--- src/rtl/debounce_edge.sv ---
// debounce_edge
//   Debounces a single already-synchronized input and reports the accepted
//   level together with one-cycle rise/fall pulses. A new level is accepted
//   only after STABLE_CYCLES consecutive samples that differ from the current
//   level. Runs that revert early are counted as glitches.
//
//   Optional feature macro: DEBOUNCE_GLITCH_CNT_EN
//     defined   -> glitch_cnt_o is a saturating 8-bit count of rejected runs
//     undefined -> no counter is built and glitch_cnt_o is tied to 8'd0
//
//   Parameters
//     STABLE_CYCLES  consecutive samples needed to accept a level (1..65535)
//     INIT_LEVEL     level_o value during and after reset
//
//   Ports
//     clk_i         in   1  clock, rising edge
//     rst_i         in   1  synchronous active-high reset
//     sig_i         in   1  synchronized input (may still bounce)
//     level_o       out  1  debounced level
//     rise_o        out  1  one-cycle pulse on level_o 0->1
//     fall_o        out  1  one-cycle pulse on level_o 1->0
//     glitch_cnt_o  out  8  count of rejected transitions
module debounce_edge #(
  parameter int unsigned STABLE_CYCLES = 4,
  parameter logic        INIT_LEVEL    = 1'b0
) (
  input  logic       clk_i,
  input  logic       rst_i,
  input  logic       sig_i,
  output logic       level_o,
  output logic       rise_o,
  output logic       fall_o,
  output logic [7:0] glitch_cnt_o
);

  typedef enum logic [1:0] {
    STABLE_LO = 2'd0,
    WAIT_HI   = 2'd1,
    STABLE_HI = 2'd2,
    WAIT_LO   = 2'd3
  } state_e;

  // Compared against cnt+1 in 17 bits so the top legal value never wraps.
  localparam logic [16:0] TARGET    = 17'(STABLE_CYCLES);
  localparam state_e      RST_STATE = INIT_LEVEL ? STABLE_HI : STABLE_LO;

  state_e      state_q, state_d;
  logic [15:0] cnt_q, cnt_d;
  logic        level_q, level_d;
  logic        rise_q, rise_d;
  logic        fall_q, fall_d;
  logic [16:0] cnt_inc;

  assign cnt_inc = {1'b0, cnt_q} + 17'd1;

  always_comb begin
    state_d = state_q;
    cnt_d   = cnt_q;
    level_d = level_q;
    rise_d  = 1'b0;
    fall_d  = 1'b0;
    case (state_q)
      STABLE_LO, STABLE_HI: begin
        cnt_d = 16'd0;
        if (sig_i != level_q) begin
          if (STABLE_CYCLES == 1) begin
            // A single differing sample is already enough: flip directly.
            level_d = sig_i;
            rise_d  = sig_i;
            fall_d  = ~sig_i;
            if (sig_i) state_d = STABLE_HI;
            else       state_d = STABLE_LO;
          end else begin
            cnt_d = 16'd1;
            if (level_q) state_d = WAIT_LO;
            else         state_d = WAIT_HI;
          end
        end
      end
      WAIT_HI, WAIT_LO: begin
        if (sig_i == level_q) begin
          // Run broke before reaching STABLE_CYCLES: reject it.
          cnt_d = 16'd0;
          if (level_q) state_d = STABLE_HI;
          else         state_d = STABLE_LO;
        end else if (cnt_inc == TARGET) begin
          cnt_d   = 16'd0;
          level_d = sig_i;
          rise_d  = sig_i;
          fall_d  = ~sig_i;
          if (sig_i) state_d = STABLE_HI;
          else       state_d = STABLE_LO;
        end else begin
          cnt_d = cnt_inc[15:0];
        end
      end
      default: begin
        state_d = RST_STATE;
        cnt_d   = 16'd0;
      end
    endcase
  end

  always_ff @(posedge clk_i) begin
    if (rst_i) begin
      state_q <= RST_STATE;
      cnt_q   <= 16'd0;
      level_q <= INIT_LEVEL;
      rise_q  <= 1'b0;
      fall_q  <= 1'b0;
    end else begin
      state_q <= state_d;
      cnt_q   <= cnt_d;
      level_q <= level_d;
      rise_q  <= rise_d;
      fall_q  <= fall_d;
    end
  end

  assign level_o = level_q;
  assign rise_o  = rise_q;
  assign fall_o  = fall_q;

`ifdef DEBOUNCE_GLITCH_CNT_EN
  function automatic logic [7:0] sat_inc8(input logic [7:0] v);
    return (v == 8'hFF) ? v : v + 8'd1;
  endfunction

  logic       glitch_ev;
  logic [7:0] glitch_q;

  assign glitch_ev = ((state_q == WAIT_HI) || (state_q == WAIT_LO)) && (sig_i == level_q);

  always_ff @(posedge clk_i) begin
    if (rst_i) begin
      glitch_q <= 8'd0;
    end else if (glitch_ev) begin
      glitch_q <= sat_inc8(glitch_q);
    end
  end

  assign glitch_cnt_o = glitch_q;
`else
  assign glitch_cnt_o = 8'd0;
`endif

endmodule
--- config.mk ---
export PLATFORM = sky130hd
export DESIGN_NAME = debounce_edge
export DESIGN_NICKNAME = d
export VERILOG_FILES = /design/src/rtl/debounce_edge.sv
export SDC_FILE = /design/constraint.sdc
export NUM_CORES = 1
export LEC_CHECK = 0
export ABC_AREA = 1
export CORE_ASPECT_RATIO = 1.1
export CORE_MARGIN = 5
export CORE_UTILIZATION = 35
export CTS_BUF_LIST = sky130_fd_sc_hd__clkbuf_8
export DETAILED_ROUTE_END_ITERATION = 8
export PLACE_DENSITY_LB_ADDON = 0.08
export SYNTH_ARGS = -nofsm -noshare
export SYNTH_HDL_FRONTEND = slang
export SYNTH_SLANG_ARGS = --single-unit
--- constraint.sdc ---
create_clock -name clk_i -period 5 [get_ports clk_i]
set_clock_uncertainty 0.1 [all_clocks]
set_input_delay 1.5 -clock clk_i [delete_from_list [all_inputs] [get_ports clk_i]]
set_output_delay 1.5 -clock clk_i [all_outputs]
set_load 0.01 [all_outputs]
# Yosys cells after proc, flatten, opt, wreduce, memory -nomap -nowiden
# Cells that the tools add are included.
totals:
  register_bits: 21
  out_inout_bits: 11
op_classes:
  n_addsub: 1
  eq_ne: 8
  mux: 11
  bitwise_logic: 4
  n_reduce_logical: 6
op_table:
  columns: ["operator", "count"]
  rows:
  - ["16-bit 2-to-1 mux", 2]
  - ["16-bit case mux with 2 select lines", 1]
  - ["16-bit by 1-bit adder with 17-bit output, second input constant", 1]
  - ["17-bit by 3-bit == test with 1-bit output, second input constant", 1]
  - ["2-bit 2-to-1 mux", 6]
  - ["2-bit == test, second input constant", 2]
  - ["1-bit inverter", 4]
  - ["2-bit case mux with 2 select lines", 1]
  - ["2-bit OR reduction", 2]
  - ["4-bit OR reduction", 1]
  - ["3-bit inequality test, second input constant", 1]
  - ["3-bit AND reduction", 1]
  - ["2-bit by 1-bit == test with 1-bit output, second input constant", 1]
  - ["2-bit logical NOT", 1]
  - ["2-bit inequality test, second input constant", 1]
  - ["2-bit AND reduction", 1]
  - ["1-bit == test", 1]
  - ["1-bit 2-to-1 mux", 1]
  - ["1-bit inequality test", 1]

# Longest topological paths before layout
# Gate-level depths: netlist (run 1).
depth:
  depth_word: 5
  mapped_depth: 14
  ltp_nobuf: 14

# Least setup slack after synthesis (run 1)
# No wires, ideal clock.
synth_path:
  path_kind: "input port to flip-flop"
  startpoint: "in sig_i"
  endpoint: "reg cnt_q[8]"
  setup_ps: 66
  arrival_ps: 2160
  required_time_ps: 4834
  setup_slack_ps: 2674
  cell_stages: 7
  path_buffers: 1
  path_cell_list: "inv_1 > nor2_1 > nor2_1 > nor2_1 > nand3_4 > buf_12 > a21oi_2"
synth_via:
  elab_chain_cells: 3
synth_rtl:
  columns: ["item", "line_no", "rtl"]
  rows:
  - ["from (decl)", "29", "input logic sig_i,"]
  - ["1-bit == test", "81", "if (sig_i == level_q) begin"]
  - ["16-bit 2-to-1 mux", "81", null]
  - ["16-bit case mux with 2 select lines", "62", "case (state_q)"]
  - ["to (signal assigned)", "113", "cnt_q <= cnt_d;"]
  - ["to (decl)", "48", "logic [15:0] cnt_q, cnt_d;"]
# Every way passes these cells.
# A chain may end at the register's enable or synchronous reset.

# Worst setup path in the final report (run 1)
layout_path:
  startpoint: "reg level_q, in the netlist level_o"
  endpoint: "out level_o"
layout_rtl:
  columns: ["item", "line_no", "rtl"]
  rows:
  - ["from (decl)", "49", "logic level_q, level_d;"]
  - ["from (signal assigned)", "114", "level_q <= level_d;"]
  - ["to (decl)", "30", "output logic level_o,"]
# No word-level cell between the ends.

==> results of run 1 <==
[metrics by stage]
| stage | utilization (%) | power (mW) |
|---|---|---|
| 3_5_place_dp | 38.2 | 0.176 |
| 5_1_grt | 39.4 | 0.294 |
| 3_3_place_gp | 38.2 | 0.176 |
| 4_1_cts | 39.4 | 0.283 |
| 6_report | 39.4 | 0.278 |
| 2_1_floorplan | - | 0.178 |
[worst paths after layout]
kind	start	to	slack (ns)	depth (start not counted)
worst max-delay path	level_o	level_o	2.24	1
worst min-delay path	state_q[0]	cnt_q[0]	0.39	1
worst max register to register	cnt_q[0]	cnt_q[10]	2.72	14
worst min register to register	state_q[0]	cnt_q[0]	0.39	1
[registers in the layout, summed over array words and instances (netlist names)]
register	cells
cnt_q	16
level_o	1
fall_o	1
state_q	1
rise_o	1
[power by group]
| group | switching (mW) | total [mW] | internal (mW) | leakage, nW |
|---|---|---|---|---|
| logic | 0.00769 | 0.0108 | 0.00309 | 0.317 |
| clock network | 0.0526 | 0.106 | 0.0536 | 0.0216 |
| registers | 0.00116 | 0.161 | 0.160 | 0.162 |
| total | 0.0615 | 0.278 | 0.217 | 0.500 |
[cell usage after synthesis]
| cell type | number |
|---|---|
| nor2_1 | 26 |
| buf_4 | 8 |
| nand3_1 | 8 |
| nand3b_1 | 2 |
| nand3_4 | 1 |
| buf_12 | 1 |
| nor3_1 | 2 |
| nand3_2 | 2 |
| or2_1 | 1 |
| nor2_4 | 4 |
| nand4_1 | 6 |
| a21oi_1 | 3 |
| o21ai_1 | 3 |
| ha_1 | 1 |
| inv_1 | 24 |
| a21oi_2 | 4 |
| nand2_2 | 2 |
| xor2_1 | 1 |
| inv_2 | 3 |
| conb_1 | 1 |
| nand2_1 | 51 |
| dfxtp_1 | 20 |
| nor2_2 | 8 |
[per-layer routing]
| layer | vias to the layer above | share of wire [%] | track usage [%] | wire length, µm |
|---|---|---|---|---|
| met5 | - | 0 | 0 | 0 |
| met4 | 0 | 0.70 | 4.74 | 17 |
| met3 | 2 | 2.6 | 2.82 | 62 |
| met2 | 8 | 48 | 17.8 | 1170 |
| met1 | 434 | 49 | 14.8 | 1190 |
| li1 | 558 | - | - | - |
[cell families after synthesis]
family          count (synthesis)  synth area share, %
compound gates                 10                 5.35
xor+xnor                        1                0.721
fa+ha+maj                       1                 1.03
buf+inv                        36                 14.9
flops                          20                 33.0
other cells                     1                0.309
simple gates                  113                 44.7
[layout make-up]
class,count,area share (%)
Tap cell,48,4.58
Clock buffer,3,3.15
Multi-Input combinational cell,133,50.2
Inverter,27,7.72
Sequential cell,20,30.5
Timing Repair Buffer,5,3.81
==> flow_summary.yaml, run 1 <==
synthesis:
  ys_seq_area_share_pct: 33.0
  ys_seq_elements: 20
  syn_area_mm2: 0.00121
  synth_area_per_cell_um2: 6.68
  synth_area_leaders: "dfxtp_1 33%, nand2_1 16%, nor2_1 8.0%, inv_1 7.4%, buf_4 4.9%"
  syn_inst: 182
  synth.top_cell.area_share_pct: 33.0
  yosys_warnings: 0
  synth_largest_area_cell: "dfxtp_1"
  ys_types: 23
outcome:
  status: "finished clean"
clock_network:
  root_buffer: "clkbuf_8"
  cts_made_buffers: 3
  clkLatencyLatePin_ns: 0.26
  cts_htree_levels: 1
  cts_setup_buffers: 0
  cts.sinks: 20
  path_clk_slew_ns: 0.08
  holdBufCountCts: 0
  cts_tree: "done"
  clk_path_buf_depth: 2
  post_cts_resized: 0
setup_path:
  arrival_ns: 1.16
  crit_chain: "clkdlybuf4s50_1"
  cp.required_ns: 3.40
  slowest_delay_ns: 0.55
  crit_slowest_cell: "clkdlybuf4s50_1"
  crit_type: "flip-flop to output port"
  worstPathMaxFanout: 3
  timing.critical_path.buf_inv: 1
  crit_path_end_kind: "output port"
  start_kind: "flip-flop"
  critical_path.top_delay_family: "buffers and inverters"
timing:
  period_needed_ns: 2.76
  max_freq_mhz: 363
  rsz0062_at_grt: "no"
  fin_crit_sh_pct: 55.2
  setup_ws_ns: 2.24
  fin_hold_ws_ns: 0.389
  hold_viol: 0
  finalSetupViolCount: 0
  finalSetupTns_ns: 0
  drv_slew: 0
floorplanning:
  die_area_mm2: 0.00475
  die_h_um: 71.8
  fp.coreArea_mm2: 0.00333
  die_w_um: 66.2
  io-pin-count: 14
  start_util_pct: 36.5
  fp-row-count: 22
grt:
  overflow: 0
  grt_start_max_net_pins: 15
  grt_first_pass_wirelength_um: 4160
  track_usage_pct: 11.4
  grt_pass1_vias: 932
  antenna_found_initial: 0
pwr:
  powerDensity_mw_per_mm2: 212
  p_leak_nw: 0.500
  ir_drop_uv: 127
route:
  drt_pass1_iterations: 4
  drc: 0
  drt_wl_total_um: 2430
  drt_iter0_markers: 35
  antenna_left: 0
  viasPerCell: 4.25
  via_count: 1002
  routedWlPerCell_um: 10.3
layout:
  final_common_cell: "nand2_1"
  nets: 194
  multiInputGateArea_um2: 659
  finalNonFillerCells: 236
  antenna_cells: 0
  fillCellCount: 378
  area_delta_synth_final_pct: 8.03
  final-seq-area_um2: 400
  layout_common_cells: "51 x nand2_1, 26 x nor2_1, 24 x inv_1"
  drive_gt1_share_pct: 14.4
  fin_area_mm2: 0.00131
min_path:
  hold_path.class: "flip-flop to flip-flop"
placed_design:
  hpwl_um: 1910
  place_area_mm2: 0.00127
  dpl_worst_slack_ns: 1.98
  post-place-cells: 233
  portBuffers: 5
  place.gp.congestion: 0.763
run:
  max_cap_violations: 0
No activity file was read; power rests on OpenSTA's default activity.
==> run 2, diff against run 1 <==
==> constraint.sdc (replaced) <==
create_clock -name clk_i -period 2.5 [get_ports clk_i]
set_clock_uncertainty 0.1 [all_clocks]
set_input_delay 0.75 -clock clk_i [delete_from_list [all_inputs] [get_ports clk_i]]
set_output_delay 0.75 -clock clk_i [all_outputs]
set_load 0.01 [all_outputs]
==> run 2 against run 1 <==
Effect of this change: die area is the same; flip-flop and latch count unchanged; sequential power increased by 100%; combinational power is 120% higher; global-route usage is 0.096 points lower; final cell count grew 0.85%; first-iteration DRC count is 20% lower; worst setup slack worse by 2.0 ns; clock-buffer cell count up 1; non-clock buffer count up 1; critical path depth increased by 13; sequential share of layout area down 0.49 points; critical endpoint is now cnt_q[10]; largest cell class unchanged.
==> flow_summary.yaml, run 2 (synthesized netlist as in run 1, its figures left out) <==
outcome:
  status: "finished clean"
layout:
  nets: 195
  max_flop_register: "cnt_q"
  final-seq-area_um2: 400
  largest_register_ffs: 16
  layout_common_cells: "51 x nand2_1, 26 x nor2_1, 24 x inv_1"
  multiInputGateArea_um2: 659
  antenna_cells: 0
  area_delta_synth_final_pct: 9.78
  drive_gt1_share_pct: 15.3
  utilization_pct: 40.0
  fillCellCount: 375
  final_common_cell: "nand2_1"
placed_design:
  portBuffers: 5
  place.gp.congestion: 0.765
  hpwl_um: 1960
  dpl_worst_slack_ns: 0.213
timing:
  setup_ws_ns: 0.281
  fin_crit_sh_pct: 88.8
  finalSetupTns_ns: 0
  finalSetupViolCount: 0
  drv_slew: 0
  fin_hold_ws_ns: 0.392
  period_needed_ns: 2.22
  rsz0062_at_grt: "no"
  max_freq_mhz: 451
  hold_viol: 0
grt:
  antenna_found_initial: 0
  grt_start_max_net_pins: 15
  grt_first_pass_wirelength_um: 4220
  track_usage_pct: 11.3
  overflow: 0
  grt_pass1_vias: 935
min_path:
  hold_path.class: "flip-flop to flip-flop"
route:
  drt_iter0_markers: 28
  drc: 0
  via_count: 1009
  viasPerCell: 4.24
  drt_pass1_iterations: 4
  antenna_left: 0
  routedWlPerCell_um: 10.3
  drt_wl_total_um: 2440
setup_path:
  crit_type: "flip-flop to flip-flop"
  cp.required_ns: 2.57
  start_kind: "flip-flop"
  slowest_delay_ns: 0.37
  path_common_cell: "nand2_1"
  timing.critical_path.buf_inv: 3
  crit_chain: "ha_1 > nand2_1 > nor2_4 > nand3_2 > nand2_1 > nand2_1 > inv_2 > nand2_1 > nor2_1 > nand3_2 > nand3_4 > inv_1 > nand2_1 > inv_1"
  crit_slowest_cell: "dfxtp_1"
  arrival_ns: 2.29
  critical_path.top_delay_family: "simple AND/OR/NAND/NOR gates"
  worstPathMaxFanout: 14
  crit_path_end_kind: "flip-flop"
pwr:
  powerDensity_mw_per_mm2: 452
  ir_drop_uv: 195
  p_clk_share_pct: 42.6
  p_sw_mw: 0.134
  switching_share_pct: 22.3
  p_leak_nw: 0.512
  p_int_mw: 0.468
  combPwrFrac_pct: 4.0
  power_frac_seq_pct: 53.5
clock_network:
  holdBufCountCts: 0
  cts_htree_levels: 1
  root_buffer: "clkbuf_8"
  cts_setup_buffers: 0
  cts.sinks: 20
  clkLatencyLatePin_ns: 0.26
  path_clk_slew_ns: 0.08
  cts_made_buffers: 3
  post_cts_resized: 0
  cts_tree: "done"
  clk_path_buf_depth: 2
floorplanning:
  die_area_mm2: 0.00475
  die_w_um: 66.2
  start_util_pct: 36.5
  io-pin-count: 14
  die_h_um: 71.8
  fp.coreArea_mm2: 0.00333
  fp-row-count: 22
run:
  max_cap_violations: 0
-- run 2: changes by cell type in the layout (fill, tap and decap cells not counted) --
cell,change
buf_4,+1
clkbuf_8,+1
-- run 2: routing by layer --
metal  routed length (µm)  up-vias  GRT usage, %
met5                    0        -             0
met4                   33        0          4.06
met3                   69        5          2.04
met2                 1120       16          17.9
met1                 1220      430          15.2
li1                     -      558             -
-- run 2: worst register-to-register path, delay by kind of cell (launching register included) --
kind	cells	cell delay (ns)
AND/OR/NAND/NOR	10	1.24
flip-flops	1	0.37
buffers and inverters	3	0.19
adder cells (fa/ha/maj)	1	0.23
-- run 2: metrics by stage --
| stage | total power [mW] | instances | area (µm²) |
|---|---|---|---|
| 6_report | 0.602 | 238 | 1330 |
| 3_5_place_dp | 0.353 | 234 | 1280 |
| 3_3_place_gp | 0.353 | 234 | 1280 |
| 5_1_grt | 0.627 | 238 | 1330 |
| 2_1_floorplan | 0.356 | 189 | 1240 |
| 4_1_cts | 0.611 | 238 | 1330 |
-- run 2: final cells by class --
| cell class | count | area share (%) |
|---|---|---|
| Multi-Input combinational cell | 133 | 49.4 |
| Sequential cell | 20 | 30.0 |
| Inverter | 27 | 7.60 |
| Tap cell | 48 | 4.50 |
| Timing Repair Buffer | 6 | 4.32 |
| Clock buffer | 4 | 4.13 |
-- run 2: worst paths after layout --
path / startpoint / slack (ns) / to / cells past startpoint
hold reg to reg: state_q[0] / 0.39 / cnt_q[0] / 1
hold / removal: state_q[0] / 0.39 / cnt_q[0] / 1
setup reg to reg: cnt_q[1] / 0.28 / cnt_q[10] / 14
setup / recovery: cnt_q[1] / 0.28 / cnt_q[10] / 14
-- run 2: power by group through the flow --
stage               clock [mW]  combinational [mW]  sequential, mW
floorplan                    0              0.0266           0.330
global placement             0              0.0230           0.330
detailed placement           0              0.0236           0.329
CTS                      0.265              0.0237           0.322
global route             0.278              0.0273           0.322
finish                   0.256              0.0239           0.322
